[config.mk]
export PLATFORM = sky130hd
export DESIGN_NAME = alu_issue_ctrl
export DESIGN_NICKNAME = d
export VERILOG_FILES = /design/src/rtl/alu_issue_ctrl.sv
export SDC_FILE = /design/constraint.sdc
export NUM_CORES = 1
export LEC_CHECK = 0
export CORE_MARGIN = 2
export CORE_UTILIZATION = 42
export DETAILED_ROUTE_END_ITERATION = 6
export GPL_TIMING_DRIVEN = 0
export PLACE_DENSITY = 0.79
export SYNTH_ARGS = -nofsm -noshare
export SYNTH_HDL_FRONTEND = slang
export SYNTH_SLANG_ARGS = --single-unit
[constraint.sdc]
create_clock -name clk -period 2.9 [get_ports clk]
set_input_delay 0.87 -clock clk [delete_from_list [all_inputs] [get_ports clk]]
set_output_delay 0.87 -clock clk [all_outputs]
set_load 0.02 [all_outputs]
[src/rtl/alu_issue_ctrl.sv]
// Single-issue front end for the TotalALU datapath: issues one R-type op,
// holds Signal/operands for the op's latency, returns the captured Output.
module alu_issue_ctrl #(
    parameter int          EXEC_LAT   = 1,
    parameter int          MUL_CYCLES = 32,
    parameter int          HILO_LAT   = 1,
    parameter logic [5:0]  IDLE_SIG   = 6'b111111
) (
    input  logic        clk,
    input  logic        reset,
    input  logic        instr_valid,
    output logic        instr_ready,
    input  logic [5:0]  funct,
    input  logic [31:0] op_a,
    input  logic [31:0] op_b,
    output logic [5:0]  Signal,
    output logic [31:0] dataA,
    output logic [31:0] dataB,
    input  logic [31:0] alu_out,
    output logic [31:0] result,
    output logic        result_valid,
    input  logic        result_ready,
    output logic        result_err,
    output logic        mul_busy,
    output logic        mul_done
);

    localparam logic [1:0] IDLE = 2'd0;
    localparam logic [1:0] EXEC = 2'd1;
    localparam logic [1:0] MUL  = 2'd2;
    localparam logic [1:0] RESP = 2'd3;

    localparam logic [5:0] F_AND   = 6'd36;
    localparam logic [5:0] F_OR    = 6'd37;
    localparam logic [5:0] F_ADD   = 6'd32;
    localparam logic [5:0] F_SUB   = 6'd34;
    localparam logic [5:0] F_SLT   = 6'd42;
    localparam logic [5:0] F_SLL   = 6'd0;
    localparam logic [5:0] F_MULTU = 6'd25;
    localparam logic [5:0] F_MFHI  = 6'd16;
    localparam logic [5:0] F_MFLO  = 6'd18;

    localparam int CNT_W = 16;

    logic [1:0]       state;
    logic [CNT_W-1:0] cnt;
    logic             singleCycleOp;

    // Ops that complete within EXEC_LAT cycles (everything but MULTU).
    always_comb begin
        singleCycleOp = 1'b0;
        case (funct)
            F_AND, F_OR, F_ADD, F_SUB, F_SLT, F_SLL, F_MFHI, F_MFLO: singleCycleOp = 1'b1;
            default: singleCycleOp = 1'b0;
        endcase
    end

    always_ff @(posedge clk) begin
        if (reset) begin
            state        <= IDLE;
            cnt          <= '0;
            Signal       <= IDLE_SIG;
            dataA        <= '0;
            dataB        <= '0;
            result       <= '0;
            result_valid <= 1'b0;
            result_err   <= 1'b0;
            mul_busy     <= 1'b0;
            mul_done     <= 1'b0;
            instr_ready  <= 1'b1;
        end else begin
            mul_done <= 1'b0;
            case (state)
                IDLE: begin
                    if (instr_valid) begin
                        instr_ready <= 1'b0;
                        if (funct == F_MULTU) begin
                            Signal   <= F_MULTU;
                            dataA    <= op_a;
                            dataB    <= op_b;
                            mul_busy <= 1'b1;
                            cnt      <= CNT_W'(MUL_CYCLES + HILO_LAT - 1);
                            state    <= MUL;
                        end else if (singleCycleOp) begin
                            Signal <= funct;
                            dataA  <= op_a;
                            dataB  <= op_b;
                            cnt    <= CNT_W'(EXEC_LAT - 1);
                            state  <= EXEC;
                        end else begin
                            result       <= '0;
                            result_err   <= 1'b1;
                            result_valid <= 1'b1;
                            state        <= RESP;
                        end
                    end
                end
                EXEC: begin
                    if (cnt == '0) begin
                        result       <= alu_out;
                        result_err   <= 1'b0;
                        result_valid <= 1'b1;
                        Signal       <= IDLE_SIG;
                        state        <= RESP;
                    end else begin
                        cnt <= cnt - 1'b1;
                    end
                end
                MUL: begin
                    // No result handshake: completion is signalled by mul_done only.
                    if (cnt == '0) begin
                        mul_busy    <= 1'b0;
                        mul_done    <= 1'b1;
                        Signal      <= IDLE_SIG;
                        instr_ready <= 1'b1;
                        state       <= IDLE;
                    end else begin
                        cnt <= cnt - 1'b1;
                    end
                end
                RESP: begin
                    if (result_ready) begin
                        result_valid <= 1'b0;
                        result_err   <= 1'b0;
                        instr_ready  <= 1'b1;
                        state        <= IDLE;
                    end
                end
                default: begin
                    state       <= IDLE;
                    instr_ready <= 1'b1;
                end
            endcase
        end
    end

endmodule

Word-level counts from Yosys, hierarchy flattened
Index checks and enable logic that the tools add are counted.
{"block": "classes", "addsub": 1, "eq_ne": 21, "muxes": 42, "bitwise_logic": 1, "reduce_logical": 20}
{"operator": "$mux W32", "n": 8}
{"operator": "$mux W16", "n": 4}
{"operator": "$pmux W32 S2", "n": 1}
{"operator": "$pmux W16 S2", "n": 1}
{"operator": "$eq A6 B6 Y1 const B", "n": 5}
{"operator": "$mux W6", "n": 4}
{"operator": "$reduce_and A4 Y1", "n": 5}
{"operator": "$eq A6 B5 Y1 const B", "n": 3}
{"operator": "$logic_not A16 Y1", "n": 1}
{"operator": "$ne A2 B2 Y1 const B", "n": 8}
{"operator": "$sub A16 B1 Y16 const B", "n": 1}
{"operator": "$mux W1", "n": 12}
{"operator": "$mux W2", "n": 6}
{"operator": "$pmux W6 S2", "n": 1}
{"operator": "$pmux W1 S3", "n": 3}
{"operator": "$pmux W2 S4", "n": 1}
{"operator": "$reduce_bool A2 Y1", "n": 4}
{"operator": "$reduce_or A8 Y1", "n": 1}
{"operator": "$logic_not A6 Y1", "n": 1}
{"operator": "$reduce_and A6 Y1", "n": 1}
{"operator": "$reduce_bool A3 Y1", "n": 2}
{"operator": "$reduce_and A5 Y1", "n": 1}
{"operator": "$eq A2 B2 Y1 const B", "n": 2}
{"operator": "$reduce_or A2 Y1", "n": 2}
{"operator": "7 further kinds", "n": 7}
{"block": "word_totals", "register_bits": 125, "inputBits": 106, "out_inout_bits": 107, "word_cells": 96}

Longest topological paths before layout
{"block": "logic_depth", "ltp_word": 7, "mapped_depth": 11}

Worst setup path after synthesis
Ideal clock, no wire load.
{"block": "synth_timing", "kind": "input port to flip-flop", "startpoint": "input funct[2]", "endpoint": "register cnt[10]", "t_arrival_ns": 2.571, "required_ns": 2.830, "slack_ns": 0.259, "cell_stages": 6, "n_path_buf": 1, "path_cell_list": "clkbuf_1 o41a_1 a211oi_4 nor2_1 or4b_1 a21oi_1"}
{"block": "synth_between", "elab_chain_cells": 5, "elab_cells_between_ends": 16}
{"item": "start: declaration", "line_no": "13", "source": "input logic [5:0] funct,"}
{"item": "$eq A6 B6 Y1 (tied with other cells)", "line_no": "52", "source": "case (funct)"}
{"item": "$reduce_or A8 Y1", "line_no": "52"}
{"item": "$mux W1", "line_no": "52"}
{"item": "$ne A3 B3 Y1 (no line)"}
{"item": "$reduce_and A4 Y1 (no line)"}
{"item": "end signal: assignment", "line_no": "82", "source": "cnt <= CNT_W'(MUL_CYCLES + HILO_LAT - 1);"}
{"item": "end signal: assignment", "line_no": "88", "source": "cnt <= CNT_W'(EXEC_LAT - 1);"}
{"item": "end signal: assignment", "line_no": "106", "source": "cnt <= cnt - 1'b1;"}
{"item": "end: declaration", "line_no": "46", "source": "logic [CNT_W-1:0] cnt;"}
Several ways; a longest one is shown, not always the timed one. The select of a mux whose other input is x is not followed.
A chain may end at the register's enable or synchronous reset.

Worst setup path after layout
{"block": "layout_timing", "startpoint": "input funct[5]", "endpoint": "register dataA[21]"}
{"block": "layout_between", "elab_chain_cells": 5, "elab_cells_between_ends": 14}
{"item": "$eq A6 B6 Y1 (tied with other cells)", "line_no": "52"}
{"item": "$reduce_or A8 Y1", "line_no": "52"}
{"item": "$mux W1", "line_no": "52"}
{"item": "$reduce_bool A2 Y1 (no line)"}
{"item": "$reduce_and A3 Y1 (no line)"}
{"item": "end signal: assignment", "line_no": "79", "source": "dataA <= op_a;"}
{"item": "end signal: assignment", "line_no": "86", "source": "dataA <= op_a;"}
{"item": "end: declaration", "line_no": "17", "source": "output logic [31:0] dataA,"}
Several ways; a longest one is shown, not always the timed one.

==> results.json <==
{
  "multiInputGateArea_sq_um": 2330,
  "finalPower_w": 0.00676,
  "nets": 973,
  "final_util_pct": 69.1,
  "detailroute.via_count": 5406,
  "dpl.cell_count": 982,
  "cts_buffer_depth": 2,
  "yosysSeqAreaShare_pct": 50.1,
  "hp-class": "reg -> reg",
  "startpoint_type": "input port",
  "synth_top_cell_area_share_pct": 50.1,
  "tns_ps": 0,
  "internal_power_w": 0.00419,
  "worst_setup_path_end_kind": "flop",
  "dieArea_sq_um": 12800,
  "pwr-share-clk_pct": 31.0,
  "avgSynthCellArea_sq_um": 7.95,
  "dr.pass1.iters": 7,
  "finalCritPeriodShare_pct": 96.0,
  "cts_hold_buf": 0,
  "synth_enable_flop_cells": 0,
  "die_x_microns": 113,
  "relSlewSlack_pct": 46.9,
  "pwr-share-seq_pct": 30.6,
  "nFillCells": 911,
  "grt_use_total_pct": 25.4,
  "gp_congestion": 0.910,
  "cts_tree": "yes",
  "synth_fp_nets": 740,
  "synth_common_cells": "nand2_1 (175), dfxtp_1 (125), a21oi_1 (117), nand3_1 (37), clkbuf_1 (33)",
  "cts.sink_count": 125,
  "fin_cells": 1017,
  "path_max_fanout": 10,
  "hpwl_microns": 12000,
  "yosys.area.top_type": "dfxtp_1",
  "antenna_found_initial": 0,
  "failed_checks": "DRC",
  "avgViaCountPerCell": 5.32,
  "outcome": "finished with violations",
  "ant_nets": 0,
  "drive_gt1_share_pct": 6.64,
  "r2r-start": "cnt[12]$_SDFFE_PP0P_",
  "path_class": "in -> reg",
  "grt.overflow.total": 0,
  "core_sq_um": 11500,
  "async_flop_share_pct": 0,
  "finalSetupViolations": 0,
  "max_freq_ghz": 0.359,
  "rsz0062_at_grt": "false",
  "cts-root-buf": "clkbuf_16",
  "first_global_vias": 5400,
  "wl_per_cell_microns": 16.0,
  "synthTopCellsByArea": "dfxtp_1 (50%), nand2_1 (13%), a21oi_1 (12%), nand3_1 (3.7%), clkbuf_1 (2.5%)",
  "final_hold_viol_count": 0,
  "htreeDepth": 4,
  "routed_wl_microns": 16200,
  "cp.arrival_ps": 3050,
  "synth_cell_type_count": 46,
  "io_buffers": 211,
  "yosysMostFrequentCell": "nand2_1",
  "p_comb_share_pct": 38.3,
  "stdcell_area_sq_um": 7960,
  "route.detailed.drc": 16,
  "initial_core_util_pct": 43.3,
  "dieHeight_microns": 113,
  "drv_slew": 0,
  "ioPinCount": 213,
  "antenna_cells": 0,
  "synth_cells": 628,
  "grt_start_max_net_pins": 17,
  "clk_pin_slew_ps": 60,
  "switching_share_pct": 38.1,
  "peakVddDrop_mv": 0.376,
  "fin_crit_ps": 2780,
  "rows": 39,
  "min_from": "dataB[14]$_SDFFE_PP0P_",
  "p_sw_w": 0.00257,
  "regArea_sq_um": 2500,
  "yosysWarnings": 0,
  "required_ps": 3170,
  "synth.cell_area_sq_um": 4990,
  "ys_ff_latch": 125,
  "grt_pass1_wl_microns": 26100,
  "numCtsBuffers": 17,
  "area_delta_synth_final_pct": 59.5,
  "p_leak_nw": 2.78,
  "cap_violations": 0,
  "tightest_slew_ps": 785,
  "clk_latency_ps": 420,
  "dpl_cell_area_sq_um": 7280,
  "pwr_density_cell_nw_per_um2": 849,
  "crit_path_start": "funct[5]",
  "fin_skew_ps": 5.79,
  "dr.first_iter.drc_count": 354,
  "synth_ff_type": "dfxtp_1"
}
[worst max-delay path: stages]
cell             delay (ps)
clkdlybuf4s50_1         480
nand2b_1                250
or3_4                   390
a21oi_2                 260
nand2_2                 240
clkbuf_1                330
nand2_1                 150
a21oi_1                  80
[sequential cells by signal, indices dropped and copies added, names as in the netlist]
name          cells
mul_busy          1
mul_done          1
result_err        1
state             2
result_valid      1
cnt              16
Signal            6
instr_ready       1
dataB            32
result           32
dataA            32
[kinds of logic after synthesis]
| logic type | Yosys count | share of synthesized area (%) |
|---|---|---|
| xor gates and xnor gates | 2 | 0.351 |
| adders and majority gates | 6 | 1.50 |
| and+or+nand+nor | 282 | 25.2 |
| DFF | 125 | 50.1 |
| buffers and inverters | 50 | 3.99 |
| AOI/OAI and AO/OA | 163 | 18.8 |
[worst paths after layout]
path	cells past startpoint	to	slack, ps
max	8	dataA[21]$_SDFFE_PP0P_	120
max reg2reg	10	result[30]$_SDFFE_PP0P_	230
min reg2reg	2	dataB[14]$_SDFFE_PP0P_	450
min	2	dataB[14]$_SDFFE_PP0P_	450
[metal layers]
layer,global-route usage (%),part of all wire (%),vias up
met3,9.00,10,36
met2,43.5,48,265
li1,-,-,2622
met5,0,0,-
met1,28.8,39,2483
met4,10.6,2.7,0
[cell usage in the layout (no fill, tap or decap), types with 3 or more instances in the layout]
cell               n
clkinv_4           4
nor3_1             6
and2_1             3
a21o_1             3
inv_1              8
nand2_1          174
clkinvlp_4         5
buf_4              8
or4_1              4
clkbuf_1          32
buf_2              4
dfxtp_1          125
nand4_1            4
clkdlybuf4s50_1  207
o22a_1             6
or3_1              3
nand2b_1           8
o21ai_0           11
nor2_1            19
clkbuf_16         17
dlymetal6s2s_1     3
nand3_1           37
ha_1               6
nor4_1             4
a21oi_1          116
a211oi_1           5
[metrics by stage]
step           worst slack [ps]  hold WS, ps
4_1_cts                   -20.4          454
3_5_place_dp               -687          446
5_1_grt                    16.7          467
2_1_floorplan               259          457
6_report                    117          453
3_3_place_gp               -634          440
[power groups by stage]
stage	Sequential [W]	Clock, W	Combinational [W]
floorplan	0.00221	0	0.00154
global placement	0.00209	0	0.00245
detailed placement	0.00210	0	0.00251
CTS	0.00207	0.00213	0.00255
global route	0.00210	0.00221	0.00285
finish	0.00207	0.00210	0.00259
[final cells by class]
cell class	instances	area share (%)
flip-flops and latches	125	31.4
plain buffers	42	2.33
well taps	143	2.25
inverters	8	0.377
multi-input cells	453	29.2
repair buffers	214	26.9
clock buffers	19	5.69
clock inverters	13	1.79
[what timing repair did]
action                     CTS  global route
setup buffers                3             0
resized for setup           13             7
pin swaps                    1             1
setup endpoints to repair   73           108
No activity file was read; power rests on OpenSTA's default activity.
